### config.mk
export PLATFORM = sky130hd
export DESIGN_NAME = fetch_unit
export DESIGN_NICKNAME = d
export VERILOG_FILES = /design/src/rtl/fetch_unit.sv
export SDC_FILE = /design/constraint.sdc
export NUM_CORES = 1
export LEC_CHECK = 0
export CELL_PAD_IN_SITES_DETAIL_PLACEMENT = 0
export CELL_PAD_IN_SITES_GLOBAL_PLACEMENT = 2
export CORE_ASPECT_RATIO = 0.5
export CORE_MARGIN = 2
export CORE_UTILIZATION = 34
export CTS_CLUSTER_DIAMETER = 80
export CTS_CLUSTER_SIZE = 28
export DETAILED_ROUTE_END_ITERATION = 8
export GPL_TIMING_DRIVEN = 0
export PLACE_DENSITY_LB_ADDON = 0.1
export SYNTH_ARGS = -nofsm -noshare
export SYNTH_HDL_FRONTEND = slang
export SYNTH_SLANG_ARGS = --single-unit
### constraint.sdc
create_clock -name clock_in -period 7.6 [get_ports clock_in]
set_input_delay 1.52 -clock clock_in [delete_from_list [all_inputs] [get_ports clock_in]]
set_output_delay 1.52 -clock clock_in [all_outputs]
set_load 0.02 [all_outputs]
### src/rtl/fetch_unit.sv
// Instruction fetch unit: one outstanding memory request, 2-entry
// instruction buffer toward decode, flush/redirect from CONTROL.
module fetch_unit #(
   parameter logic [31:0] RESET_ADDR = 32'h0000_0000,
   parameter int          BUF_DEPTH  = 2
) (
   input  logic        clock_in,
   input  logic        reset_in,
   input  logic        flush_in,
   input  logic [31:0] flush_addr_in,
   output logic        mem_req_out,
   output logic [31:0] mem_addr_out,
   input  logic        mem_gnt_in,
   input  logic        mem_rvalid_in,
   input  logic [31:0] mem_rdata_in,
   output logic        id_valid_out,
   output logic [31:0] id_inst_out,
   output logic [31:0] id_pc_out,
   input  logic        id_ready_in
);

   // Only a depth of 2 is supported; pointers are one bit and wrap naturally.
   localparam logic [1:0] LP_DEPTH = BUF_DEPTH[1:0];

   typedef enum logic [1:0] {S_REQ, S_WAIT, S_DISCARD} state_t;

   state_t      r_state, w_state_nxt;
   logic [31:0] r_pc, r_pend_pc;
   logic [1:0]  r_count;
   logic        r_head, r_tail;
   logic [31:0] r_buf_inst [0:1];
   logic [31:0] r_buf_pc   [0:1];

   logic        w_req, w_acc, w_push, w_pop;
   logic [31:0] w_flush_pc;

   // Redirect target is forced word aligned.
   assign w_flush_pc = flush_addr_in & 32'hFFFF_FFFC;

   // Request only from REQ with buffer room; never from the old pc during
   // a flush, and never while reset is held.
   assign w_req  = (r_state == S_REQ) && (r_count < LP_DEPTH) && !flush_in && !reset_in;
   assign w_acc  = w_req && mem_gnt_in;
   assign w_push = (r_state == S_WAIT) && mem_rvalid_in && !flush_in;
   assign w_pop  = (r_count != 2'd0) && id_ready_in;

   assign mem_req_out  = w_req;
   assign mem_addr_out = r_pc;
   assign id_valid_out = (r_count != 2'd0);
   assign id_inst_out  = r_buf_inst[r_head];
   assign id_pc_out    = r_buf_pc[r_head];

   // State register.
   always_ff @(posedge clock_in or posedge reset_in) begin
      if (reset_in) r_state <= S_REQ;
      else          r_state <= w_state_nxt;
   end

   // Next-state logic. A grant seen in REQ during a flush is treated as a
   // possibly accepted request, so its response must be swallowed in DISCARD.
   always_comb begin
      w_state_nxt = r_state;
      case (r_state)
         S_REQ: begin
            if (flush_in)   w_state_nxt = mem_gnt_in ? S_DISCARD : S_REQ;
            else if (w_acc) w_state_nxt = S_WAIT;
         end
         S_WAIT: begin
            if (mem_rvalid_in) w_state_nxt = S_REQ;
            else if (flush_in) w_state_nxt = S_DISCARD;
         end
         S_DISCARD: begin
            if (mem_rvalid_in) w_state_nxt = S_REQ;
         end
         default: w_state_nxt = S_REQ;
      endcase
   end

   // Fetch pc and the pc of the outstanding request.
   always_ff @(posedge clock_in or posedge reset_in) begin
      if (reset_in) begin
         r_pc      <= RESET_ADDR;
         r_pend_pc <= 32'h0;
      end else if (flush_in) begin
         r_pc <= w_flush_pc;
      end else if (w_acc) begin
         r_pend_pc <= r_pc;
         r_pc      <= r_pc + 32'd4;
      end
   end

   // Instruction buffer pointers and occupancy; flush empties it.
   always_ff @(posedge clock_in or posedge reset_in) begin
      if (reset_in) begin
         r_count <= 2'd0;
         r_head  <= 1'b0;
         r_tail  <= 1'b0;
      end else if (flush_in) begin
         r_count <= 2'd0;
         r_head  <= 1'b0;
         r_tail  <= 1'b0;
      end else begin
         if (w_push) r_tail <= ~r_tail;
         if (w_pop)  r_head <= ~r_head;
         case ({w_push, w_pop})
            2'b10:   r_count <= r_count + 2'd1;
            2'b01:   r_count <= r_count - 2'd1;
            default: r_count <= r_count;
         endcase
      end
   end

   // Buffer storage, written at the tail on each kept response.
   always_ff @(posedge clock_in or posedge reset_in) begin
      if (reset_in) begin
         r_buf_inst[0] <= 32'h0;
         r_buf_inst[1] <= 32'h0;
         r_buf_pc[0]   <= 32'h0;
         r_buf_pc[1]   <= 32'h0;
      end else if (w_push) begin
         r_buf_inst[r_tail] <= mem_rdata_in;
         r_buf_pc[r_tail]   <= r_pend_pc;
      end
   end

endmodule

== Word-level counts from Yosys, hierarchy flattened ==
Cells that the tools add are included.

* Flip-flop bits (word level): 198
* Input port bits: 70
* Output and inout port bits: 98

* Add/subtract/negate cells: 3
* $lt $le $gt $ge: 4
* Equality and inequality tests: 7
* Multiplexer cells: 25
* Bitwise operators: 5
* Reductions and logical operators: 18

{| class="wikitable"
|+ Operator list
! cell !! number
|-
| $mux 32 || 9
|-
| $bwmux 64 || 2
|-
| $add 32x3->32 const B || 1
|-
| $demux 32 s1 || 1
|-
| $mux 2 || 7
|-
| $logic_and 1x1->1 || 8
|-
| $reduce_bool 2->1 || 4
|-
| $ne 3x3->1 const B || 2
|-
| $pmux 2 s3 || 1
|-
| $eq 2x1->1 const B || 2
|-
| $eq 2x2->1 const B || 2
|-
| $ge 2x2->1 const B || 2
|-
| $mux 1 || 4
|-
| $not 1->2 || 2
|-
| $pmux 2 s2 || 1
|-
| $not 1->1 || 3
|-
| $reduce_and 3->1 || 1
|-
| $reduce_bool 3->1 || 1
|-
| $add 2x1->2 const B || 1
|-
| $logic_not 1->1 || 2
|-
| $logic_not 2->1 || 1
|-
| $lt 2x1->1 const B || 1
|-
| $lt 2x2->1 const B || 1
|-
| $ne 2x2->1 const B || 1
|-
| other kinds (2) || 2
|}

== Depth between registers and ports, before layout ==
* Depth after elaboration: 8
* Gate-level depth with buffers: 8
* Depth with buffers taken out: 6

== Least setup slack after synthesis ==
No wires, ideal clock.

* Path kind: input-to-output
* Start point: in flush_in
* End point: out mem_req_out
* Data arrival time: 2.488 ns
* Required time: 6.080 ns
* Setup slack: 3.592 ns
* Stages on the path: 3
* Cells stage by stage: buf_6 > or4_4 > nor2_1

* Cells in the longest elaborated chain, start to end: 3

{| class="wikitable"
|+ Ends and longest elaborated chain
! what !! line !! text
|-
| from (decl) || 9 || <nowiki>input logic flush_in,</nowiki>
|-
| $logic_not 1->1 || 42 || <nowiki>assign w_req = (r_state == S_REQ) && (r_count < LP_DEPTH) && !flush_in && !reset_in;</nowiki>
|-
| $logic_and 1x1->1 (2 in a row) || 42 ||
|-
| to (decl) || 11 || <nowiki>output logic mem_req_out,</nowiki>
|}

Every way passes these cells.

== Worst setup path in the final report ==
* Start point: in reset_in
* End point: out mem_req_out

* Cells in the longest elaborated chain, start to end: 2

{| class="wikitable"
|+ Ends and longest elaborated chain
! what !! line !! text
|-
| from (decl) || 8 || <nowiki>input logic reset_in,</nowiki>
|-
| $logic_not 1->1 (no line) || n/a ||
|-
| $logic_and 1x1->1 || 42 ||
|}

Every way passes these cells.

==> results.tsv <==
metric	value	unit
status	completed	
r2r_slack	5.10	ns
final-setup-viol-count	0	
rr_startpoint	mem_addr_out[10]	
wl_per_cell	18.72	um
synthMostInstantiatedCell	dfrtp_1	
end_kind	output pin	
synth_seq_area_share	0.5583	
cp_cell_sequence	clkdlybuf4s50_1 > or4_4 > nor2_1 > clkdlybuf4s50_1	
finalPower	2.596	mW
cts_setup_buffers	0	
finalCriticalPeriod	4.764	ns
worstMarginPinSlew	0.8806	ns
grt_pass1_wl	37.05	mm
drt_iter0_markers	246	
total_leakage_power	5.157	nW
crit_fanout	5	
met3_usage	0.03445	
cts_made_buffers	17	
crit_path_start	reset_in	
cts_tree	done	
hold_violations	0	
cts.path.max_buffers	2	
syn2layout_area_growth	31.08	%
vias	6027	
drt.antenna.violating_nets	0	
syn_area	0.008516	mm^2
max_stage_delay	0.61	ns
core	0.02427	mm^2
fin_area	0.01116	mm^2
crit_slowest_cell	clkdlybuf4s50_1	
antenna_found_initial	0	
die_x	227.8	um
synth_edf_count	0	
drive_gt1_frac	0.2684	
drv_cap	0	
period_share	0.6268	
dpl.hpwl	16.08	mm
cp_num_buf_inv	2	
rsz0062_at_grt	no	
finClkSkew	0.006762	ns
drv_slew	0	
fin_nets	957	
synth-seq-cells	190	
clkSinkCount	190	
synthTopCellsByCount	dfrtp_1, mux2_2, nand2_1	
io_pins	168	
synthArstFlopShare	1.000	
ys_top_cells_by_area	dfrtp_1, mux2_2, nand2_1, o21ai_1, clkbuf_1	
hold_class	reg2reg	
start_kind	primary input	
die_height	115.9	um
yosysWarnings	0	
dieArea	0.02640	mm^2
initial_core_util	0.3508	
clk_latency	0.44	ns
synthCells	702	
hold_depth	1	
placed_area	0.01060	mm^2
syn_avg_cell_area	12.13	um^2
routabilityCongestion	0.7850	
cts_resized	0	
met2_usage	0.2892	
arrival	3.24	ns
track_usage	0.1848	
setup_tns	0	ns
synth_top_cell_by_area	dfrtp_1	
post-route-drc-count	0	
ir_worst_vdd	0.0001507	V
gr-usage-met1	0.2604	
max_freq	209.9	MHz
place_inst	1203	
cp_top_family	buffers and inverters	
synth_top_area_share	0.5583	
firstDrtPassIters	4	
clk_pin_slew	0.06	ns
clockRootBuffer	clkbuf_16	
slew_headroom	0.4130	
final_util	0.4598	
timing.rr.end	mem_addr_out[26]	
grt_pass1_vias	6434	
setup.worst_path.end	mem_req_out	
critPathRequiredTime	6.08	ns
globalRoute.busiestLayer	met2	
cp_num_cells	4	
ff2ff_path_depth	6	
path_class	in2out	
grt_start_max_net_pins	120	
overflow	0	
fp-row-count	40	
routed_via_density	4.884	
p_per_area	232.6	mW/mm^2
ys_types	50	
instances_no_fill	1234	
synth-main-ff-cell	dfrtp_1	
htree_levels	4	
diodes	0	
hold_buffers	0	
wirelength	23.10	mm
place.port_buffers	160	
crit_top_cell	clkdlybuf4s50_1	
[final cells by class]
type                    instances  area [um^2]
plain buffers                  43        197.7
clock buffers                  22        474.2
clock inverters                 9        87.58
fillers                      2292        13110
inverters                       7        33.78
multi-input cells             465         3553
flip-flops and latches        190         4755
well taps                     336        420.4
repair buffers                162         1640
[flip-flops by register name, indices dropped and copies added, names as in the netlist]
register	count
r_count	2
r_buf_pc	60
r_buf_inst	64
r_state	2
r_pend_pc	30
r_tail	1
mem_addr_out	30
r_head	1
[worst reg2reg max path: cells and delay by family (launching register included)]
kind / cells / cell delay [ns]
and+or+nand+nor: 3 / 1.27
DFF: 1 / 0.35
buffers and inverters: 1 / 0.22
AOI/OAI and AO/OA: 2 / 0.54
[cell usage in the layout, fill, tap and decap left out, drive strengths merged, types with 5 or more instances in the layout]
master,count
xor2,6
inv,7
dfrtp,190
nand2,118
a21oi,7
buf,21
o21ai,25
mux2,187
nand3,12
nand4,14
clkbuf,46
nor2,25
o311ai,8
nor3,5
clkdlybuf4s50,160
[routing by layer]
layer	vias to the layer above	part of all wire
met5	-	0
met2	110	0.46
li1	2854	-
met1	3040	0.50
met3	23	0.034
met4	0	0.012
[where the power goes]
group          switching (mW)  internal [mW]  leakage [nW]
sequential             0.0922           1.12          2.54
clock                   0.390          0.475         0.264
combinational           0.246          0.269          2.36
[how the worst min path moves through the flow]
stage                     slack (ns)      startpoint              to
after floorplan                 0.46      r_state[1]      r_state[0]
after global placement          0.48   r_buf_inst[5]   r_buf_inst[5]
after detailed placement        0.48   r_pend_pc[26]   r_pend_pc[26]
after CTS                       0.50   r_pend_pc[26]   r_pend_pc[26]
after global routing            0.52  r_buf_inst[15]  r_buf_inst[15]
final                           0.50    r_buf_pc[23]    r_buf_pc[23]
[through the flow]
| step | setup slack [ns] | hold WS [ns] |
|---|---|---|
| 2_1_floorplan | 0.9095 | 0.4570 |
| 3_3_place_gp | -1.869 | 0.4807 |
| 3_5_place_dp | 2.818 | 0.4804 |
| 4_1_cts | 2.814 | 0.4971 |
| 5_1_grt | 2.769 | 0.5151 |
| 6_report | 2.836 | 0.4990 |
[kinds of logic after synthesis]
group / after synthesis / synth area share
fa+ha+maj: 1 / 0.001469
simple gates: 193 / 0.09962
other cells: 1 / 0.0004404
mux: 189 / 0.2496
xor+xnor: 8 / 0.008228
buf+inv: 50 / 0.02630
compound gates: 70 / 0.05598
flops: 190 / 0.5583
(Power assumes the default switching activity.)
